--- config.mk ---
export PLATFORM = sky130hd
export DESIGN_NAME = alu_arbiter_flat
export DESIGN_NICKNAME = d
export VERILOG_FILES = /design/src/rtl/alu_ctrl_pkg.sv /design/src/rtl/alu_arbiter_if.sv /design/src/rtl/alu_arbiter_rr_arb2.sv /design/src/rtl/alu_arbiter.sv /design/src/flat_wrapper.sv
export SDC_FILE = /design/constraint.sdc
export NUM_CORES = 1
export LEC_CHECK = 0
export ABC_AREA = 1
export CORE_ASPECT_RATIO = 1.25
export CORE_MARGIN = 8
export CORE_UTILIZATION = 45
export CTS_CLUSTER_DIAMETER = 100
export DETAILED_ROUTE_END_ITERATION = 16
export MAX_ROUTING_LAYER = met4
export PLACE_DENSITY = 0.92
export SLEW_MARGIN = 10
export SYNTH_ARGS = -nofsm -noshare
export SYNTH_HDL_FRONTEND = slang
export SYNTH_HIERARCHICAL = 1
export SYNTH_SLANG_ARGS = --single-unit
export TNS_END_PERCENT = 5
--- constraint.sdc ---
create_clock -name clk -period 3.3 [get_ports clk]
set_input_delay 0.66 -clock clk [delete_from_list [all_inputs] [get_ports clk]]
set_output_delay 0.66 -clock clk [all_outputs]
set_load 0.005 [all_outputs]
--- src/rtl/alu_ctrl_pkg.sv ---
// Shared definitions for the ALU arbiter: controller states, default widths
// and the function codes understood by the external shared ALU.
package alu_ctrl_pkg;

    localparam int WIDTH_DEF = 6;
    localparam int FXN_W_DEF = 3;

    typedef enum logic [1:0] {
        IDLE = 2'd0,
        EXEC = 2'd1,
        RESP = 2'd2
    } state_t;

    localparam logic [FXN_W_DEF-1:0] FXN_ADD = 3'd0;
    localparam logic [FXN_W_DEF-1:0] FXN_SUB = 3'd1;
    localparam logic [FXN_W_DEF-1:0] FXN_AND = 3'd2;
    localparam logic [FXN_W_DEF-1:0] FXN_OR  = 3'd3;
    localparam logic [FXN_W_DEF-1:0] FXN_XOR = 3'd4;

endpackage

--- src/rtl/alu_arbiter_if.sv ---
// Bundle of the two requester channels, the shared-ALU link and the response
// channel. slave is the arbiter's view, master is the environment's view.
interface alu_arbiter_if #(
    parameter int WIDTH = 6,
    parameter int FXN_W = 3
);
    logic             req0_valid;
    logic             req0_ready;
    logic [WIDTH-1:0] req0_a;
    logic [WIDTH-1:0] req0_b;
    logic [FXN_W-1:0] req0_fxn;

    logic             req1_valid;
    logic             req1_ready;
    logic [WIDTH-1:0] req1_a;
    logic [WIDTH-1:0] req1_b;
    logic [FXN_W-1:0] req1_fxn;

    logic [WIDTH-1:0] alu_a;
    logic [WIDTH-1:0] alu_b;
    logic [FXN_W-1:0] alu_fxn;
    logic [WIDTH-1:0] alu_x;

    logic             rsp_valid;
    logic             rsp_ready;
    logic [WIDTH-1:0] rsp_x;
    logic             rsp_id;

    modport slave (
        input  req0_valid, req0_a, req0_b, req0_fxn,
        input  req1_valid, req1_a, req1_b, req1_fxn,
        output req0_ready, req1_ready,
        output alu_a, alu_b, alu_fxn,
        input  alu_x,
        output rsp_valid, rsp_x, rsp_id,
        input  rsp_ready
    );

    modport master (
        output req0_valid, req0_a, req0_b, req0_fxn,
        output req1_valid, req1_a, req1_b, req1_fxn,
        input  req0_ready, req1_ready,
        input  alu_a, alu_b, alu_fxn,
        output alu_x,
        input  rsp_valid, rsp_x, rsp_id,
        output rsp_ready
    );

endinterface

--- src/rtl/alu_arbiter_rr_arb2.sv ---
// Two-way round-robin arbiter: a lone request always wins, and on contention
// the requester not granted last wins. Priority moves only when a grant is taken.
module rr_arb2 (
    input  logic       clk,
    input  logic       rst_n,
    input  logic [1:0] req,
    input  logic       update,
    output logic [1:0] gnt
);

    // 0: requester 0 wins a tie, 1: requester 1 wins a tie
    logic prio_reg;

    always_comb begin
        gnt = req;
        if (req == 2'b11) begin
            gnt = prio_reg ? 2'b10 : 2'b01;
        end
    end

    always_ff @(posedge clk or negedge rst_n) begin
        if (!rst_n) begin
            prio_reg <= 1'b0;
        end else if (update && (gnt != 2'b00)) begin
            prio_reg <= gnt[0];
        end
    end

endmodule

--- src/rtl/alu_arbiter.sv ---
// Arbitrates two requesters onto one external combinational ALU: grant in IDLE,
// one EXEC cycle to capture the result, then hold the response until accepted.
module alu_arbiter
    import alu_ctrl_pkg::*;
#(
    parameter int WIDTH = WIDTH_DEF,
    parameter int FXN_W = FXN_W_DEF
) (
    input  logic         clk,
    input  logic         rst_n,
    alu_arbiter_if.slave bus
);

    state_t state_reg;
    state_t state_next;

    logic [1:0] req;
    logic [1:0] gnt;
    logic [1:0] grant;
    logic       in_idle;

    logic [WIDTH-1:0] a_reg;
    logic [WIDTH-1:0] b_reg;
    logic [FXN_W-1:0] fxn_reg;
    logic             id_reg;
    logic [WIDTH-1:0] x_reg;
    logic             rsp_id_reg;

    assign req     = {bus.req1_valid, bus.req0_valid};
    assign in_idle = (state_reg == IDLE);

    rr_arb2 u_arb (
        .clk    (clk),
        .rst_n  (rst_n),
        .req    (req),
        .update (in_idle),
        .gnt    (gnt)
    );

    // Ready is gated by rst_n so nothing is accepted while reset is held.
    assign grant = gnt & {2{in_idle & rst_n}};

    always_ff @(posedge clk or negedge rst_n) begin
        if (!rst_n) begin
            state_reg <= IDLE;
        end else begin
            state_reg <= state_next;
        end
    end

    always_comb begin
        state_next     = state_reg;
        bus.req0_ready = grant[0];
        bus.req1_ready = grant[1];
        bus.rsp_valid  = 1'b0;
        unique case (state_reg)
            IDLE: begin
                if (grant != 2'b00) begin
                    state_next = EXEC;
                end
            end
            EXEC: begin
                state_next = RESP;
            end
            RESP: begin
                bus.rsp_valid = 1'b1;
                if (bus.rsp_ready) begin
                    state_next = IDLE;
                end
            end
            default: begin
                state_next = IDLE;
            end
        endcase
    end

    always_ff @(posedge clk or negedge rst_n) begin
        if (!rst_n) begin
            a_reg      <= '0;
            b_reg      <= '0;
            fxn_reg    <= '0;
            id_reg     <= 1'b0;
            x_reg      <= '0;
            rsp_id_reg <= 1'b0;
        end else begin
            if (grant[1]) begin
                a_reg   <= bus.req1_a;
                b_reg   <= bus.req1_b;
                fxn_reg <= bus.req1_fxn;
                id_reg  <= 1'b1;
            end else if (grant[0]) begin
                a_reg   <= bus.req0_a;
                b_reg   <= bus.req0_b;
                fxn_reg <= bus.req0_fxn;
                id_reg  <= 1'b0;
            end
            if (state_reg == EXEC) begin
                x_reg      <= bus.alu_x;
                rsp_id_reg <= id_reg;
            end
        end
    end

    // The ALU sees only the operand registers, so its inputs are quiet outside EXEC.
    assign bus.alu_a   = a_reg;
    assign bus.alu_b   = b_reg;
    assign bus.alu_fxn = fxn_reg;
    assign bus.rsp_x   = x_reg;
    assign bus.rsp_id  = rsp_id_reg;

endmodule

--- src/flat_wrapper.sv ---
// flat-port wrapper written by rule: the top's interface ports become plain ports
module alu_arbiter_flat import alu_ctrl_pkg::*;
#(
    parameter int WIDTH = WIDTH_DEF,
    parameter int FXN_W = FXN_W_DEF
)
  (clk, rst_n, bus_req0_valid, bus_req0_a, bus_req0_b, bus_req0_fxn, bus_req1_valid, bus_req1_a, bus_req1_b, bus_req1_fxn, bus_req0_ready, bus_req1_ready, bus_alu_a, bus_alu_b, bus_alu_fxn, bus_alu_x, bus_rsp_valid, bus_rsp_x, bus_rsp_id, bus_rsp_ready);
  alu_arbiter_if #(.WIDTH(WIDTH), .FXN_W(FXN_W)) bus_i ();
  input  logic clk;
  input  logic rst_n;
  input wire logic [$bits(bus_i.req0_valid)-1:0] bus_req0_valid;
  input wire logic [$bits(bus_i.req0_a)-1:0] bus_req0_a;
  input wire logic [$bits(bus_i.req0_b)-1:0] bus_req0_b;
  input wire logic [$bits(bus_i.req0_fxn)-1:0] bus_req0_fxn;
  input wire logic [$bits(bus_i.req1_valid)-1:0] bus_req1_valid;
  input wire logic [$bits(bus_i.req1_a)-1:0] bus_req1_a;
  input wire logic [$bits(bus_i.req1_b)-1:0] bus_req1_b;
  input wire logic [$bits(bus_i.req1_fxn)-1:0] bus_req1_fxn;
  output wire logic [$bits(bus_i.req0_ready)-1:0] bus_req0_ready;
  output wire logic [$bits(bus_i.req1_ready)-1:0] bus_req1_ready;
  output wire logic [$bits(bus_i.alu_a)-1:0] bus_alu_a;
  output wire logic [$bits(bus_i.alu_b)-1:0] bus_alu_b;
  output wire logic [$bits(bus_i.alu_fxn)-1:0] bus_alu_fxn;
  input wire logic [$bits(bus_i.alu_x)-1:0] bus_alu_x;
  output wire logic [$bits(bus_i.rsp_valid)-1:0] bus_rsp_valid;
  output wire logic [$bits(bus_i.rsp_x)-1:0] bus_rsp_x;
  output wire logic [$bits(bus_i.rsp_id)-1:0] bus_rsp_id;
  input wire logic [$bits(bus_i.rsp_ready)-1:0] bus_rsp_ready;
  assign bus_i.req0_valid = bus_req0_valid;
  assign bus_i.req0_a = bus_req0_a;
  assign bus_i.req0_b = bus_req0_b;
  assign bus_i.req0_fxn = bus_req0_fxn;
  assign bus_i.req1_valid = bus_req1_valid;
  assign bus_i.req1_a = bus_req1_a;
  assign bus_i.req1_b = bus_req1_b;
  assign bus_i.req1_fxn = bus_req1_fxn;
  assign bus_req0_ready = bus_i.req0_ready;
  assign bus_req1_ready = bus_i.req1_ready;
  assign bus_alu_a = bus_i.alu_a;
  assign bus_alu_b = bus_i.alu_b;
  assign bus_alu_fxn = bus_i.alu_fxn;
  assign bus_i.alu_x = bus_alu_x;
  assign bus_rsp_valid = bus_i.rsp_valid;
  assign bus_rsp_x = bus_i.rsp_x;
  assign bus_rsp_id = bus_i.rsp_id;
  assign bus_i.rsp_ready = bus_rsp_ready;
  alu_arbiter #(.WIDTH(WIDTH), .FXN_W(FXN_W)) u_core (.clk(clk), .rst_n(rst_n), .bus(bus_i));
endmodule
After elaboration in Yosys (flattened, before gate mapping). Cells that the tools add are included.

Flip-flop bits (word level): 26. Logic and storage cells: 34. Input port bits: 41. Output and inout bits: 25.

Bitwise logic cells: 2. Equality and inequality tests: 5. Muxes and demuxes: 14. Reduce and logical (&&, ||, !) cells: 5.

Operators with widths (number): $mux W6 (4); $mux W2 (4); $mux W3 (2); $pmux W2 S3 (1); $eq A2 B2 Y1 const B (2); $ne A2 B2 Y1 const B (2); $reduce_bool A2 Y1 (2); $mux W1 (3); $and A2 B2 Y2 (1); $eq A2 B1 Y1 const B (1); $logic_not A2 Y1 (1); $reduce_and A2 Y1 (1); $and A1 B1 Y1 (1); $logic_and A1 B1 Y1 (1).

Longest topological paths before layout. Gate-level depths: netlist (run 1).

Depth after elaboration: 6. Gate-level depth with buffers: 8. Mapped depth without buffers: 6.

Hierarchy. The synthesis (run 1) kept the hierarchy.

Modules (own cells, without submodules): alu_arbiter (times used 1, cells an instance 175, area each 1402.6 µm², seq. area each 625.6 µm²); rr_arb2 (times used 1, cells an instance 8, area each 60.1 µm², seq. area each 25.0 µm²).

Worst setup path after synthesis (run 1). Ideal clock, no wire load.

Path kind: input to output. Start: input port bus_req1_valid. End: output port bus_req1_ready. Buffers on the path: 2. Setup slack: 1.214 ns. Cell stages on the path: 5. Data arrival time: 1.426 ns. Required time: 2.640 ns. Path through: a21boi_1 > clkbuf_1 > nand3_4 > buf_2 > inv_1.

Longest elaborated chain between the ends: 3.

RTL lines: from (decl) (RTL line flat_wrapper.sv:15) `input wire logic [$bits(bus_i.req1_valid)-1:0] bus_req1_valid;`; $eq A2 B2 Y1 (RTL line alu_arbiter_rr_arb2.sv:16) `if (req == 2'b11) begin`; $mux W2 * (RTL line alu_arbiter_rr_arb2.sv:16); $and A2 B2 Y2 * (RTL line alu_arbiter.sv:41) `assign grant = gnt & {2{in_idle & rst_n}};`; to (decl) (RTL line flat_wrapper.sv:20) `output wire logic [$bits(bus_i.req1_ready)-1:0] bus_req1_ready;`.

Mark *: on every way between the ends. The rest lies on a longest branch, timed or not.

Final worst setup path (run 1).
Start: input port bus_req0_valid. End: output port bus_req0_ready.

Longest elaborated chain between the ends: 3.

RTL lines: from (decl) (RTL line flat_wrapper.sv:11) `input wire logic [$bits(bus_i.req0_valid)-1:0] bus_req0_valid;`; $eq A2 B2 Y1 (RTL line alu_arbiter_rr_arb2.sv:16); $mux W2 * (RTL line alu_arbiter_rr_arb2.sv:16); via u_core.gnt[0] (RTL line alu_arbiter.sv:18) `logic [1:0] gnt;`; $and A2 B2 Y2 * (RTL line alu_arbiter.sv:41); to (decl) (RTL line flat_wrapper.sv:19) `output wire logic [$bits(bus_i.req0_ready)-1:0] bus_req0_ready;`.

The timed path passes the listed nets; every way through them passes the cells marked *.

==> results.toml, run 1 <==
[clock_tree]
cts-root-buf = "clkbuf_8"
cts_sinks = 26
cts_resized = 0
post_cts.repair.setup_buffers = 0
cts_tree = "done"
htreeDepth = 1
cts_buffer_depth = 2
cts_buffers = 3
path_clk_slew_ns = 0.09
holdBufCountCts = 0
clkLatencyLatePin_ns = 0.27

[sta]
rsz0062_at_grt = "false"
setup_viol = 0
finalCritPeriodShare_pct = 85.4
relSlewSlack_pct = 72.0
clock.fmax_ghz = 0.355
tns_ns = 0
worst_pin_slew_ns = 0.420
finalMaxSlewViolations = 0
period_needed_ns = 2.82
finalClockSkew_ns = 0.00706
hold_viol_final = 0

[drt]
firstDrtPassIters = 4
vias = 1425
drt_iter0_drc = 40
vias_per_cell = 5.07
wl_per_cell_um = 14.6
drc_errors = 0
routed_wl_um = 4110
postRouteAntennaNets = 0

[floorplan]
io_pins = 66
fp.dieArea_um2 = 5340
core_um2 = 3170
die_w_um = 67.0
start_util_pct = 46.2
die_y_um = 79.7
rows = 23

[global_route]
antenna_found_initial = 0
grtUsageTotal_pct = 15.6
grt_pass1_vias = 1388
grt_max_degree = 33
grt_pass1_wl_um = 6440
gr-total-overflow = 0

[yosys]
syn_avg_cell_area_um2 = 7.99
synth_top_area_share_pct = 44.5
synthMuxAreaShare_pct = 0
ys_seq_area_share_pct = 44.5
yosys.area_share.simple_pct = 39.5
synth_most_common_cell = "nand2_1"
synth-async-reset-ratio_pct = 100
synthTopCellsByCount = "nand2_1, inv_1, nand3_1"
yosys-top-cells-area = "dfrtp_1, nand2_1, nand3_1, inv_1, nand4_1"
syn_nets = 224
synth_warnings = 6
synth_flop_cell = "dfrtp_1"
ys_ff_latch = 26
synth_top_area_cell = "dfrtp_1"
synth_edf_count = 0
synth_compound_area_share_pct = 1.71
syn-cell-area_um2 = 1460
synthDistinctLibCells = 18
synthAdderAreaFrac_pct = 0
netlist_instances = 183
synth_top_family_by_area = "simple AND/OR/NAND/NOR gates"
synth_xor_area_share_pct = 0

[placed_design]
routabilityCongestion = 0.804
dp_hpwl_um = 3090
io_buffer_count = 65

[setup_path]
crit_arrival_ns = 2.16
cp-start-kind = "input pin"
worst_path_most_repeated_cell = "clkdlybuf4s50_1"
end_kind = "output pin"
required_ns = 2.64
worstPathCellList = "clkdlybuf4s50_1 -> a21boi_0 -> nand3_4 -> inv_1 -> clkdlybuf4s50_1"
path_max_fanout = 3
critPathMaxStageDelay_ns = 0.51
worst-setup-path-type = "input pin to output pin"
crit_slowest_cell = "clkdlybuf4s50_1"

[finish]
multi_input_area_um2 = 603
regArea_um2 = 651
n_fill_cell = 257
syn_to_final_growth_pct = 47.1
utilization_pct = 68.0
diodes = 0
nets = 287
drive_gt1_share_pct = 8.61

[outcome]
run_status = "finished clean"

[power_and_ir_drop]
vdd_drop_max_mv = 0.473
leakage_nw = 1.11
p_per_area_nw_per_um2 = 699

[min_path]
min_path_type = "input pin to async pin"

[flow_run]
maxCapViolCount = 0
==> placed cells by master, fill, tap and decap left out, types with 2 or more instances in the layout <==
cell type,count
buf_4,4
clkbuf_8,3
clkdlybuf4s50_1,64
dfrtp_1,26
inv_1,35
nand2_1,49
nand3_1,28
nand3_2,9
nand3_4,2
nand4_1,15
o21ai_0,2
==> critical path, delay by kind of cell <==
| kind | cells | cell delay [ns] |
|---|---|---|
| buffers and inverters | 3 | 1.08 |
| AND/OR/NAND/NOR | 1 | 0.10 |
| AO/OA/AOI/OAI | 1 | 0.32 |
==> where the power goes <==
group / leakage (nW) / switching [mW] / internal [mW]
sequential: 0.321 / 0.101 / 0.471
combinational: 0.763 / 0.352 / 0.405
clock: 0.0216 / 0.0931 / 0.0817
==> per-stage QoR <==
| step | power [mW] | worst slack, ns | hold slack [ns] | cells | instance area (um^2) |
|---|---|---|---|---|---|
| after floorplan | 0.940 | 1.21 | 0.364 | 183 | 1460 |
| after global placement | 1.32 | 0.479 | 0.453 | 278 | 2110 |
| after detailed placement | 1.34 | 0.465 | 0.458 | 278 | 2110 |
| after CTS | 1.52 | 0.466 | 0.318 | 281 | 2150 |
| after global routing | 1.61 | 0.408 | 0.328 | 281 | 2150 |
| final | 1.50 | 0.480 | 0.316 | 281 | 2150 |
==> final timing paths <==
kind,from,slack [ns],cells after the start,to
min,rst_n,0.32,1,u_core/state_reg[0]
max reg2reg,u_core/state_reg[0],1.56,6,u_core/bus.alu_b[0]
max,bus_req0_valid,0.48,5,bus_req0_ready
min reg2reg,u_core/bus.rsp_x[2],0.48,2,u_core/bus.rsp_x[2]
max in group asynchronous,rst_n,2.32,2,u_core/bus.rsp_x[5]
min in group clk,u_core/bus.rsp_x[2],0.48,2,u_core/bus.rsp_x[2]
==> metal layers <==
metal  up-vias  part of all wire [%]  global-route usage, %  wire length [um]
met5         -                     0                      -                 0
li1        704                     -                      -                 -
met3         4                   6.5                   3.23               268
met1       673                    40                   17.2              1630
met4         0                  0.93                   4.40                38
met2        44                    53                   27.2              2170
==> layout make-up <==
class | instances | share of cell area (%)
repair buffers | 69 | 31.4
flip-flops and latches | 26 | 30.2
multi-input cells | 110 | 28.0
inverters | 36 | 6.28
well taps | 37 | 2.15
clock buffers | 3 | 1.92
==> cells by family after synthesis <==
logic type	after synthesis
buf+inv	47
flops	26
simple gates	106
compound gates	4
Power figures use the tool's default switching activity.
==> run 2, diff against run 1 <==
--- a/config.mk
+++ b/config.mk
@@ -13,6 +13,7 @@
 export DETAILED_ROUTE_END_ITERATION = 16
 export MAX_ROUTING_LAYER = met4
 export PLACE_DENSITY = 0.92
+export REMOVE_ABC_BUFFERS = 1
 export SLEW_MARGIN = 10
 export SYNTH_ARGS = -nofsm -noshare
 export SYNTH_HDL_FRONTEND = slang
==> results.toml, run 2 (synthesis results as in run 1) <==
[setup_path]
worst_path_most_repeated_cell = "clkdlybuf4s50_1"
ff2ff_path_depth = 6
r2r_setup_slack_ns = 1.59
worst-setup-path-type = "input pin to output pin"
worst-path-buf-inv = 3
path_max_fanout = 3
worstPathCellList = "clkdlybuf4s50_1 -> a21boi_0 -> nand3_4 -> inv_1 -> clkdlybuf4s50_1"
r2r-start = "u_core/state_reg[0]"
required_ns = 2.64
end_kind = "output pin"
crit_end = "bus_req0_ready"
rr_endpoint = "u_core/bus.alu_a[5]"
cp-start-kind = "input pin"
critPathMaxStageDelay_ns = 0.51
crit_family = "buffers and inverters"
cp-startpoint = "bus_req0_valid"
crit_arrival_ns = 2.23
path_depth = 5
crit_slowest_cell = "clkdlybuf4s50_1"

[global_route]
grt_max_degree = 33
grt_pass1_wl_um = 6360
grtUsageTotal_pct = 15.3
antenna_found_initial = 0
gr-total-overflow = 0
grt_pass1_vias = 1395

[floorplan]
core_um2 = 3170
io_pins = 66
fp.dieArea_um2 = 5340
rows = 23
die_y_um = 79.7
die_w_um = 67.0
start_util_pct = 46.2

[sta]
timing.hold.ws_ns = 0.348
clock.fmax_ghz = 0.346
relSlewSlack_pct = 66.7
hold_viol_final = 0
worst_pin_slew_ns = 0.499
period_needed_ns = 2.89
finalMaxSlewViolations = 0
setup_viol = 0
finalClockSkew_ns = 0.00223
tns_ns = 0
rsz0062_at_grt = "false"
finalCritPeriodShare_pct = 87.5

[clock_tree]
holdBufCountCts = 0
cts_sinks = 26
cts_tree = "done"
clkLatencyLatePin_ns = 0.26
htreeDepth = 1
cts_buffers = 3
cts-root-buf = "clkbuf_8"
cts_buffer_depth = 2
path_clk_slew_ns = 0.09
cts_resized = 0
post_cts.repair.setup_buffers = 0

[min_path]
min_path_type = "input pin to async pin"

[drt]
drt_iter0_drc = 32
routed_wl_um = 3900
wl_per_cell_um = 13.9
drc_errors = 0
vias = 1407
vias_per_cell = 5.01
postRouteAntennaNets = 0
firstDrtPassIters = 4

[power_and_ir_drop]
p_per_area_nw_per_um2 = 700
vdd_drop_max_mv = 0.485
leakage_nw = 1.11

[placed_design]
dp_hpwl_um = 2850
io_buffer_count = 65
routabilityCongestion = 0.798

[finish]
diodes = 0
mostFrequentLayoutCells = "clkdlybuf4s50_1, nand2_1, inv_1, nand3_1, dfrtp_1"
nets = 287
n_fill_cell = 266
layout_commonest_cell = "clkdlybuf4s50_1"
syn_to_final_growth_pct = 47.1
drive_gt1_share_pct = 8.61

[outcome]
run_status = "finished clean"

[flow_run]
maxCapViolCount = 0
run 2: cell counts in the layout (fill, tap and decap cells not counted):
Identical to the previous run, type by type.
run 2: how the worst min path moves through the flow:
| stage | endpoint | slack (ns) | cells past startpoint |
|---|---|---|---|
| floorplan | u_core/bus.alu_a[0] | 0.36 | 0 |
| global placement | u_core/bus.rsp_x[1] | 0.45 | 2 |
| detailed placement | u_core/bus.rsp_x[1] | 0.46 | 2 |
| CTS | u_core/bus.alu_b[2] | 0.36 | 1 |
| global route | u_core/bus.alu_b[2] | 0.37 | 1 |
| finish | u_core/bus.alu_b[2] | 0.35 | 1 |
run 2: worst reg2reg max path, stage by stage (launching register included):
cell and delay [ns]:
dfrtp_1 0.53, nor2_8 0.35, nand3_4 0.10, buf_4 0.26, nand2_4 0.24, nand3_1 0.10, nand2_1 0.07
run 2: metrics by stage:
step	power (mW)	worst slack (ns)	cells	utilization, %	cell area [um^2]
after floorplan	0.894	0.706	172	-	1390
after global placement	1.32	0.411	278	66.7	2110
after detailed placement	1.34	0.401	278	66.7	2110
after CTS	1.52	0.401	281	68.0	2150
after global routing	1.62	0.320	281	68.0	2150
final	1.51	0.411	281	68.0	2150
run 2: where the power goes:
part / internal [mW] / switching, mW / leakage [nW] / total (mW)
logic: 0.405 / 0.357 / 0.763 / 0.762
registers: 0.470 / 0.0985 / 0.321 / 0.569
clock network: 0.0817 / 0.0952 / 0.0216 / 0.177
total: 0.957 / 0.550 / 1.11 / 1.51
run 2: layout make-up:
class | instances | area [um^2] | area share [%]
repair buffers | 69 | 676 | 31.4
well taps | 37 | 46.3 | 2.15
multi-input cells | 110 | 603 | 28.0
flip-flops and latches | 26 | 651 | 30.2
clock buffers | 3 | 41.3 | 1.92
inverters | 36 | 135 | 6.28
run 2: per-layer routing:
layer  GRT usage (%)  vias up  part of all wire [%]
li1                -      697                     -
met1            17.4      651                    40
met2            25.0       53                    49
met3            4.49        6                   8.5
met4            5.24        0                   1.7
met5               -        -                     0
==> run 3, diff against run 2 <==
--- a/config.mk
+++ b/config.mk
@@ -8,11 +8,12 @@
 export ABC_AREA = 1
 export CORE_ASPECT_RATIO = 1.25
 export CORE_MARGIN = 8
-export CORE_UTILIZATION = 45
+export CORE_UTILIZATION = 46
+export CTS_BUF_LIST = sky130_fd_sc_hd__clkbuf_2 sky130_fd_sc_hd__clkbuf_4 sky130_fd_sc_hd__clkbuf_8
 export CTS_CLUSTER_DIAMETER = 100
 export DETAILED_ROUTE_END_ITERATION = 16
 export MAX_ROUTING_LAYER = met4
-export PLACE_DENSITY = 0.92
+export PLACE_DENSITY = 0.93
 export REMOVE_ABC_BUFFERS = 1
 export SLEW_MARGIN = 10
 export SYNTH_ARGS = -nofsm -noshare
==> results.toml, run 3 (synthesis results as in run 1) <==
[finish]
drive_gt1_share_pct = 8.98
layout_commonest_cell = "clkdlybuf4s50_1"
syn_to_final_growth_pct = 49.2
nets = 287
diodes = 0
post-route-cell-area_um2 = 2180
mostFrequentLayoutCells = "clkdlybuf4s50_1, nand2_1, inv_1, nand3_1, dfrtp_1"
n_fill_cell = 250

[floorplan]
core_um2 = 3140
fp.dieArea_um2 = 5250
die_w_um = 66.4
die_y_um = 79.0
rows = 23
start_util_pct = 46.6
io_pins = 66

[clock_tree]
cts_buffers = 3
cts_buffer_depth = 2
path_clk_slew_ns = 0.09
post_cts.repair.setup_buffers = 0
cts_sinks = 26
cts-root-buf = "clkbuf_8"
htreeDepth = 1
cts_resized = 0
holdBufCountCts = 0
clkLatencyLatePin_ns = 0.27
cts_tree = "done"

[flow_run]
maxCapViolCount = 0

[setup_path]
path_max_fanout = 3
critPathMaxStageDelay_ns = 0.50
cp-start-kind = "input pin"
required_ns = 2.64
crit_end = "bus_req0_ready"
worst-setup-path-type = "input pin to output pin"
r2r-start = "u_core/state_reg[0]"
r2r_setup_slack_ns = 1.56
cp-startpoint = "bus_req0_valid"
rr_endpoint = "u_core/bus.alu_a[5]"
path_depth = 5
crit_arrival_ns = 2.20
crit_slowest_cell = "clkdlybuf4s50_1"
worst_path_most_repeated_cell = "clkdlybuf4s50_1"
end_kind = "output pin"
worst-path-buf-inv = 3
worstPathCellList = "clkdlybuf4s50_1 -> a21boi_0 -> nand3_4 -> inv_1 -> clkdlybuf4s50_1"
crit_family = "buffers and inverters"
ff2ff_path_depth = 6

[placed_design]
place_area_um2 = 2110
dp_hpwl_um = 2860
io_buffer_count = 65
routabilityCongestion = 0.796

[sta]
tns_ns = 0
finalMaxSlewViolations = 0
finalCritPeriodShare_pct = 86.6
finalClockSkew_ns = 0.00174
setup_viol = 0
worst_pin_slew_ns = 0.409
rsz0062_at_grt = "false"
clock.fmax_ghz = 0.350
period_needed_ns = 2.86
hold_viol_final = 0
relSlewSlack_pct = 72.7

[power_and_ir_drop]
vdd_drop_max_mv = 0.464
p_per_area_nw_per_um2 = 731
leakage_nw = 1.12

[global_route]
grt_pass1_vias = 1408
use_met1_pct = 18.5
met2_usage_pct = 25.1
grt_pass1_wl_um = 6350
grt_max_degree = 34
use_met3_pct = 3.80
gr-total-overflow = 0
antenna_found_initial = 0
grt.busiest_layer = "met2"
grtUsageTotal_pct = 15.3

[drt]
firstDrtPassIters = 4
vias_per_cell = 4.99
wl_per_cell_um = 13.7
drc_errors = 0
vias = 1406
drt_iter0_drc = 63
postRouteAntennaNets = 0
routed_wl_um = 3860

[outcome]
run_status = "finished clean"

[min_path]
min_path_type = "input pin to async pin"
-- run 3: worst min path at each step --
stage                   startpoint             endpoint  cells past startpoint
2_1_floorplan                rst_n  u_core/bus.alu_a[0]                      0
3_3_place_gp   u_core/bus.rsp_x[3]  u_core/bus.rsp_x[3]                      2
3_5_place_dp   u_core/bus.rsp_x[4]  u_core/bus.rsp_x[4]                      2
4_1_cts                      rst_n  u_core/state_reg[0]                      1
5_1_grt                      rst_n  u_core/bus.rsp_x[2]                      1
6_report                     rst_n  u_core/bus.rsp_x[2]                      1
-- run 3: area by class of cell --
class | instances | area (um^2) | area share [%]
Sequential cell | 26 | 651 | 29.8
Inverter | 36 | 135 | 6.19
Timing Repair Buffer | 69 | 676 | 31.0
Clock buffer | 3 | 41.3 | 1.89
Clock inverter | 1 | 30.0 | 1.38
Tap cell | 37 | 46.3 | 2.12
Multi-Input combinational cell | 110 | 603 | 27.6
-- run 3: layer usage --
| layer | share of wire, % | routed length [um] |
|---|---|---|
| met1 | 45 | 1720 |
| met2 | 48 | 1850 |
| met3 | 7.1 | 275 |
| met4 | 0.26 | 10 |
| met5 | 0 | 0 |
-- run 3: stage by stage --
stage | power (mW) | hold WS [ns] | utilization (%) | worst slack [ns] | cells
floorplan | 0.894 | 0.364 | - | 0.706 | 172
detailed placement | 1.34 | 0.458 | 67.3 | 0.435 | 278
global route | 1.71 | 0.267 | 69.6 | 0.353 | 282
finish | 1.59 | 0.269 | 69.6 | 0.443 | 282
CTS | 1.61 | 0.268 | 69.6 | 0.434 | 282
global placement | 1.32 | 0.453 | 67.3 | 0.468 | 278
-- run 3: power breakdown --
group | internal, mW | leakage [nW] | switching [mW] | total (mW)
Sequential | 0.470 | 0.321 | 0.0999 | 0.570
Clock | 0.162 | 0.0357 | 0.103 | 0.265
Combinational | 0.405 | 0.763 | 0.354 | 0.759
